## src/rtl/i2c_tx_buffer_if.sv

```systemverilog
// Bus between the transmit buffer and its environment: the host byte
// writer on one side and the I2C byte master on the other.
`timescale 1ns/1ps
interface i2c_tx_buffer_if #(
  parameter int DEPTH = 8,
  parameter int WIDTH = 8
) ();
  localparam int CW = $clog2(DEPTH) + 1;

  logic             wr_en;
  logic [WIDTH-1:0] wr_data;
  logic             flush;
  logic             full;
  logic             empty;
  logic [CW-1:0]    count;
  logic [WIDTH-1:0] e_bits;
  logic             m_start;
  logic             m_busy;
  logic             m_done;
  logic             ovf;

  // The buffer itself
  modport slave (
    input  wr_en, wr_data, flush, m_busy, m_done,
    output full, empty, count, e_bits, m_start, ovf
  );

  // Host writer plus I2C master driving the buffer
  modport master (
    output wr_en, wr_data, flush, m_busy, m_done,
    input  full, empty, count, e_bits, m_start, ovf
  );
endinterface

```

## src/rtl/i2c_tx_buffer.sv

```systemverilog
// Transmit FIFO in front of an I2C byte master. The host pushes bytes; a
// small FSM pops one byte at a time, presents it on e_bits, pulses m_start
// and waits for the master to finish before fetching the next byte.
`timescale 1ns/1ps
module i2c_tx_buffer #(
  parameter int DEPTH = 8,
  parameter int WIDTH = 8
) (
  input logic            clk,
  input logic            rst,
  i2c_tx_buffer_if.slave bus
);
  localparam int AW = $clog2(DEPTH);
  localparam int CW = AW + 1;

  typedef enum logic [2:0] {IDLE, LOAD, START, WAIT_BUSY, WAIT_DONE} state_t;

  state_t           state;
  logic [WIDTH-1:0] mem [DEPTH];
  logic [AW-1:0]    wr_ptr;
  logic [AW-1:0]    rd_ptr;
  logic [CW-1:0]    count_q;
  logic             pop;
  logic             push;

  assign bus.full  = (count_q == CW'(DEPTH));
  assign bus.empty = (count_q == '0);
  assign bus.count = count_q;

  // LOAD only pops when a byte is really there; a flush racing the
  // IDLE->LOAD step can leave LOAD facing an empty FIFO.
  assign pop  = (state == LOAD) && !bus.empty;
  // A pop in the same cycle frees a slot, so a write while full still lands.
  assign push = bus.wr_en && (!bus.full || pop);

  // Pointer/occupancy bookkeeping, flush clearing and the sticky overflow flag
  always_ff @(posedge clk) begin
    if (!rst) begin
      wr_ptr  <= '0;
      rd_ptr  <= '0;
      count_q <= '0;
      bus.ovf <= 1'b0;
    end else begin
      if (bus.wr_en && bus.full && !pop) begin
        bus.ovf <= 1'b1;
      end
      if (bus.flush) begin
        wr_ptr  <= '0;
        rd_ptr  <= '0;
        count_q <= '0;
      end else begin
        if (push) begin
          wr_ptr <= wr_ptr + 1'b1;
        end
        if (pop) begin
          rd_ptr <= rd_ptr + 1'b1;
        end
        case ({push, pop})
          2'b10:   count_q <= count_q + 1'b1;
          2'b01:   count_q <= count_q - 1'b1;
          default: count_q <= count_q;
        endcase
      end
    end
  end

  // Byte storage; contents are don't-care after reset or flush
  always_ff @(posedge clk) begin
    if (rst && push && !bus.flush) begin
      mem[wr_ptr] <= bus.wr_data;
    end
  end

  // Transfer sequencer with registered e_bits and one-cycle m_start
  always_ff @(posedge clk) begin
    if (!rst) begin
      state       <= IDLE;
      bus.e_bits  <= '0;
      bus.m_start <= 1'b0;
    end else begin
      bus.m_start <= 1'b0;
      case (state)
        IDLE: begin
          if (!bus.empty) begin
            state <= LOAD;
          end
        end
        LOAD: begin
          if (pop) begin
            bus.e_bits  <= mem[rd_ptr];
            bus.m_start <= 1'b1;
            state       <= START;
          end else begin
            state <= IDLE;
          end
        end
        START: begin
          state <= WAIT_BUSY;
        end
        WAIT_BUSY: begin
          if (bus.m_done) begin
            state <= IDLE;
          end else if (bus.m_busy) begin
            state <= WAIT_DONE;
          end
        end
        WAIT_DONE: begin
          if (bus.m_done) begin
            state <= IDLE;
          end
        end
        default: begin
          state <= IDLE;
        end
      endcase
    end
  end
endmodule

```

## src/flat_wrapper.sv

```systemverilog
// flat-port wrapper written by rule: the top's interface ports become plain ports
module i2c_tx_buffer_flat 
#(
  parameter int DEPTH = 8,
  parameter int WIDTH = 8
)
  (clk, rst, bus_wr_en, bus_wr_data, bus_flush, bus_m_busy, bus_m_done, bus_full, bus_empty, bus_count, bus_e_bits, bus_m_start, bus_ovf);
  i2c_tx_buffer_if #(.DEPTH(DEPTH), .WIDTH(WIDTH)) bus_i ();
  input logic clk;
  input logic rst;
  input wire logic [$bits(bus_i.wr_en)-1:0] bus_wr_en;
  input wire logic [$bits(bus_i.wr_data)-1:0] bus_wr_data;
  input wire logic [$bits(bus_i.flush)-1:0] bus_flush;
  input wire logic [$bits(bus_i.m_busy)-1:0] bus_m_busy;
  input wire logic [$bits(bus_i.m_done)-1:0] bus_m_done;
  output wire logic [$bits(bus_i.full)-1:0] bus_full;
  output wire logic [$bits(bus_i.empty)-1:0] bus_empty;
  output wire logic [$bits(bus_i.count)-1:0] bus_count;
  output wire logic [$bits(bus_i.e_bits)-1:0] bus_e_bits;
  output wire logic [$bits(bus_i.m_start)-1:0] bus_m_start;
  output wire logic [$bits(bus_i.ovf)-1:0] bus_ovf;
  assign bus_i.wr_en = bus_wr_en;
  assign bus_i.wr_data = bus_wr_data;
  assign bus_i.flush = bus_flush;
  assign bus_i.m_busy = bus_m_busy;
  assign bus_i.m_done = bus_m_done;
  assign bus_full = bus_i.full;
  assign bus_empty = bus_i.empty;
  assign bus_count = bus_i.count;
  assign bus_e_bits = bus_i.e_bits;
  assign bus_m_start = bus_i.m_start;
  assign bus_ovf = bus_i.ovf;
  i2c_tx_buffer #(.DEPTH(DEPTH), .WIDTH(WIDTH)) u_core (.clk(clk), .rst(rst), .bus(bus_i));
endmodule
```

## config.mk

```make
export PLATFORM = sky130hd
export DESIGN_NAME = i2c_tx_buffer_flat
export DESIGN_NICKNAME = d
export VERILOG_FILES = /design/src/rtl/i2c_tx_buffer_if.sv /design/src/rtl/i2c_tx_buffer.sv /design/src/flat_wrapper.sv
export SDC_FILE = /design/constraint.sdc
export NUM_CORES = 1
export LEC_CHECK = 0
export ABC_AREA = 1
export CELL_PAD_IN_SITES_DETAIL_PLACEMENT = 1
export CELL_PAD_IN_SITES_GLOBAL_PLACEMENT = 1
export CORE_UTILIZATION = 49
export DETAILED_ROUTE_END_ITERATION = 12
export PLACE_DENSITY = 0.9
export SETUP_SLACK_MARGIN = 0.3
export SLEW_MARGIN = 20
export SYNTH_ARGS = -nofsm -noshare
export SYNTH_HDL_FRONTEND = slang
export SYNTH_SLANG_ARGS = --single-unit
```

## constraint.sdc

```tcl
create_clock -name clk -period 5.54 [get_ports clk]
set_input_delay 0.554 -clock clk [delete_from_list [all_inputs] [get_ports clk]]
set_output_delay 0.554 -clock clk [all_outputs]
set_load 0.005 [all_outputs]
```

==> summary by stage <==
Yosys
The number of distinct standard cells referenced by the synthesized netlist is 31. After synthesis the netlist holds a flip-flop and latch count of 87. The number of nets handed over by synthesis was 341.

For this run, the number of Yosys warnings is 0. After synthesis, the mean cell area works out to 11.1 µm². The instance count of the mapped netlist is 324.

The area of the mapped netlist is approximately 0.0036 mm². The sequential cell area fraction in the yosys report is 66.0%.

Critical path
The highest fanout seen on the critical path is 11. At the worst endpoint, the required time is 5.52 ns. The slowest stage of the critical path is the sky130_fd_sc_hd__nor3_1 cell.

The worst setup path is captured at a register. The signal on the critical path passes through clkdlybuf4s50_1 -> inv_1 -> nor2_1 -> inv_1 -> nor2_4 -> inv_2 -> nor3_1. The biggest cell delay along the critical path is 0.77 ns. The worst setup path is of the input port to register kind. The element type at the critical path start is an input port. Among the stages of the critical path, the cell type that occurs most often is sky130_fd_sc_hd__inv_1. The arrival time of the worst setup path is 3.05 ns.

Timing
The clock period minus final worst setup slack is 3.06 ns. The least setup slack across all paths after layout is 2.48 ns. The worst pin sits at a relative slew slack of 33.1%. The largest clock skew in the final design is 0.0183 ns. The slew at the pin closest to its max-slew limit is roughly 1 ns.

The max-slew violation total from the final report is 0. Setup repair after global routing left no endpoint under its margin. Based on the critical path, the design can be clocked at up to ~0.33 GHz. The number of hold violations in the final report is 0. Dividing the final minimum period by the clock period gives a little under three fifths. Across all hold checks on the routed design, the worst slack comes to 0.473 ns. The setup total negative slack is 0 ns. The final number of setup-violating endpoints is 0.

Global routing
Entering global routing, the biggest net connects 35 pins. The overall fraction of global-route tracks in use is approximately 28%. The initial antenna violation count is 0.

The number of global-route vias before repair came to 2762. The wire length of the first global-routing pass is 15200 µm. The total congestion overflow is 0.

Power
The worst vdd rail ir drop is 0.250 mV. Power spread over the standard cell area amounts to 348 mW/mm². The analysis attributes to cell leakage a power of 1.45 nW. Overall power consumption after layout is estimated at ~1.5 mW.

Clock tree
The hold buffer count at CTS is 0. Clock-pin slew was measured on the worst setup and hold paths at about 0.090 ns. CTS saw 87 sinks. At the later pin of the worst-skew pair, clock insertion delay measures 0.36 ns.

The number of buffers inserted to repair setup after CTS is 0. The clock tree from TritonCTS is done. In this run the clock root is driven by a sky130_fd_sc_hd__clkbuf_8.

Post-CTS repair changed the size of 0 cells. The CTS buffer count is 9. The clock passes through at most 2 buffers. The number of H-tree levels is 3.

Final layout
The core occupancy in the finished layout is 60.5%. The number of fillers in the final layout is 727. In the final layout, the share of cells above drive strength 1 is approximately 11%. For this run, the post-layout net count is 367. 0 antenna diodes ended up in the layout.

The post-route standard cell area excluding fillers is between 0.004 and 0.005 mm². The area added between synthesis and finish is 16.3%. Once layout is complete, the cells apart from fillers number 451.

Floorplanning
Once the floorplan was initialized, standard cells occupied 52.0% of the core. The die footprint is 0.00772 mm². The die is 87.9 µm tall. The area of the core region is 0.00694 mm². The I/O pin count is 30. The floorplan die width is between 80 and 90 µm. The initialized floorplan defines 30 standard-cell rows.

Placement
The number of input and output port buffers inserted is 29. Once detailed placement completed, the half-perimeter wirelength came to 6560 µm. The post-placement setup slack is 2.04 ns. The cell area after placement is 0.00397 mm². In this run, placement finished with an instance count of 435.

At the end of routability-driven placement, the weighted congestion stood at between 0.8 and 0.9.

Route
The iteration-0 DRC count of the detailed router is 393. The detail-routed net length per standard cell is 22.2 µm. The number of DRC violations after detailed routing is 0.

The final route contains between 2000 and 3000 vias. For this run, the detailed router's first-pass iteration total came to 5. For this block, the routed nets add up to 9990 µm of wire. The count of nets left with antenna violations once routing finished came out at 0. The via-per-instance ratio is 5.91.

Min path
The tightest min-delay check is of the register to register type.

Outcome
The run finished with clean final reports.

Run
The max-cap check violation count is 0.
cell usage after synthesis, drive strengths merged:
cell type   n  area, µm²
nor2       52        213
edfxtp     64       1920
dfxtp      23        460
a211oi      1       7.51
nand2      34        165
nor4        1       21.3
nand3       8       57.6
clkbuf     10       37.5
o31ai       1       7.51
o21ai      42        210
o21bai      1       7.51
ha          3       37.5
o21a        1       7.51
o22ai       8       50.1
xor2        2       17.5
nand4       2       18.8
nor3        6       30.0
inv        29        109
o221ai      8       70.1
a21oi      15       75.1
o211ai      9       67.6
buf         4       20.0
layer usage:
layer  track usage [%]  routed length, µm  vias to the layer above
li1                  -                  -                     1205
met1              36.7               3890                     1269
met2              45.5               4890                      162
met3              6.31                893                       30
met4              13.4                323                        0
met5                 0                  0                        -
critical path, delay by kind of cell:
kind,cells,cell delay [ns]
AND/OR/NAND/NOR,3,1.52
buffers and inverters,4,0.97
placed cells by master (no fill, tap or decap), drive strengths merged:
cell and count:
edfxtp 64, nor2 52, o21ai 42, nand2 34, inv 30, clkdlybuf4s50 29, dfxtp 23, a21oi 15
clkbuf 10, o211ai 9, o22ai 8, o221ai 8, nand3 8, nor3 6, ha 3, xor2 2
clkinv 2, bufinv 2, nand4 2, nor4 1, o31ai 1, o21bai 1, o21a 1, a211oi 1
clkinvlp 1
sequential cells by signal, summed over array words and instances (netlist names):
| register | flops |
|---|---|
| u_core.rd_ptr | 3 |
| u_core.bus.count | 4 |
| u_core.mem | 64 |
| u_core.bus.e_bits | 8 |
| u_core.state | 3 |
| u_core.bus.ovf | 1 |
| u_core.wr_ptr | 3 |
| u_core.bus.m_start | 1 |
power by group:
group          leakage (nW)  internal (mW)  switching [mW]
Sequential            0.764          0.721          0.0328
Clock                 0.107          0.257           0.239
Combinational         0.577         0.0801           0.134
final timing paths:
kind	start	endpoint	slack, ns	cells after the start
max	rst	u_core.mem[0][5]$_DFFE_PP_	2.48	7
min	u_core.bus.e_bits[7]$_SDFFE_PN0P_	u_core.bus.e_bits[7]$_SDFFE_PN0P_	0.47	2
max reg2reg	u_core.bus.count[0]$_SDFFE_PP0P_	u_core.mem[0][5]$_DFFE_PP_	3.04	8
min reg2reg	u_core.bus.e_bits[7]$_SDFFE_PN0P_	u_core.bus.e_bits[7]$_SDFFE_PN0P_	0.47	2
logic make-up (layout without fill, tap and decap cells):
kind of cell / count (synthesis) / in the layout / synth area share, %
adders and majority gates: 3 / 3 / 1.04
buffers and inverters: 43 / 74 / 4.61
AOI/OAI and AO/OA: 86 / 86 / 13.9
xor gates and xnor gates: 2 / 2 / 0.485
DFF: 87 / 87 / 66.0
and+or+nand+nor: 103 / 103 / 14.0
cell type report:
cell class              count  area, µm²  share of cell area, %
multi-input cells         194       1080                   25.7
well taps                  96        120                   2.86
clock inverters             6       93.8                   2.23
repair buffers             29        290                   6.91
clock buffers              10        128                   3.04
flip-flops and latches     87       2380                   56.7
inverters                  29        109                   2.59
(Power assumes the default switching activity.)
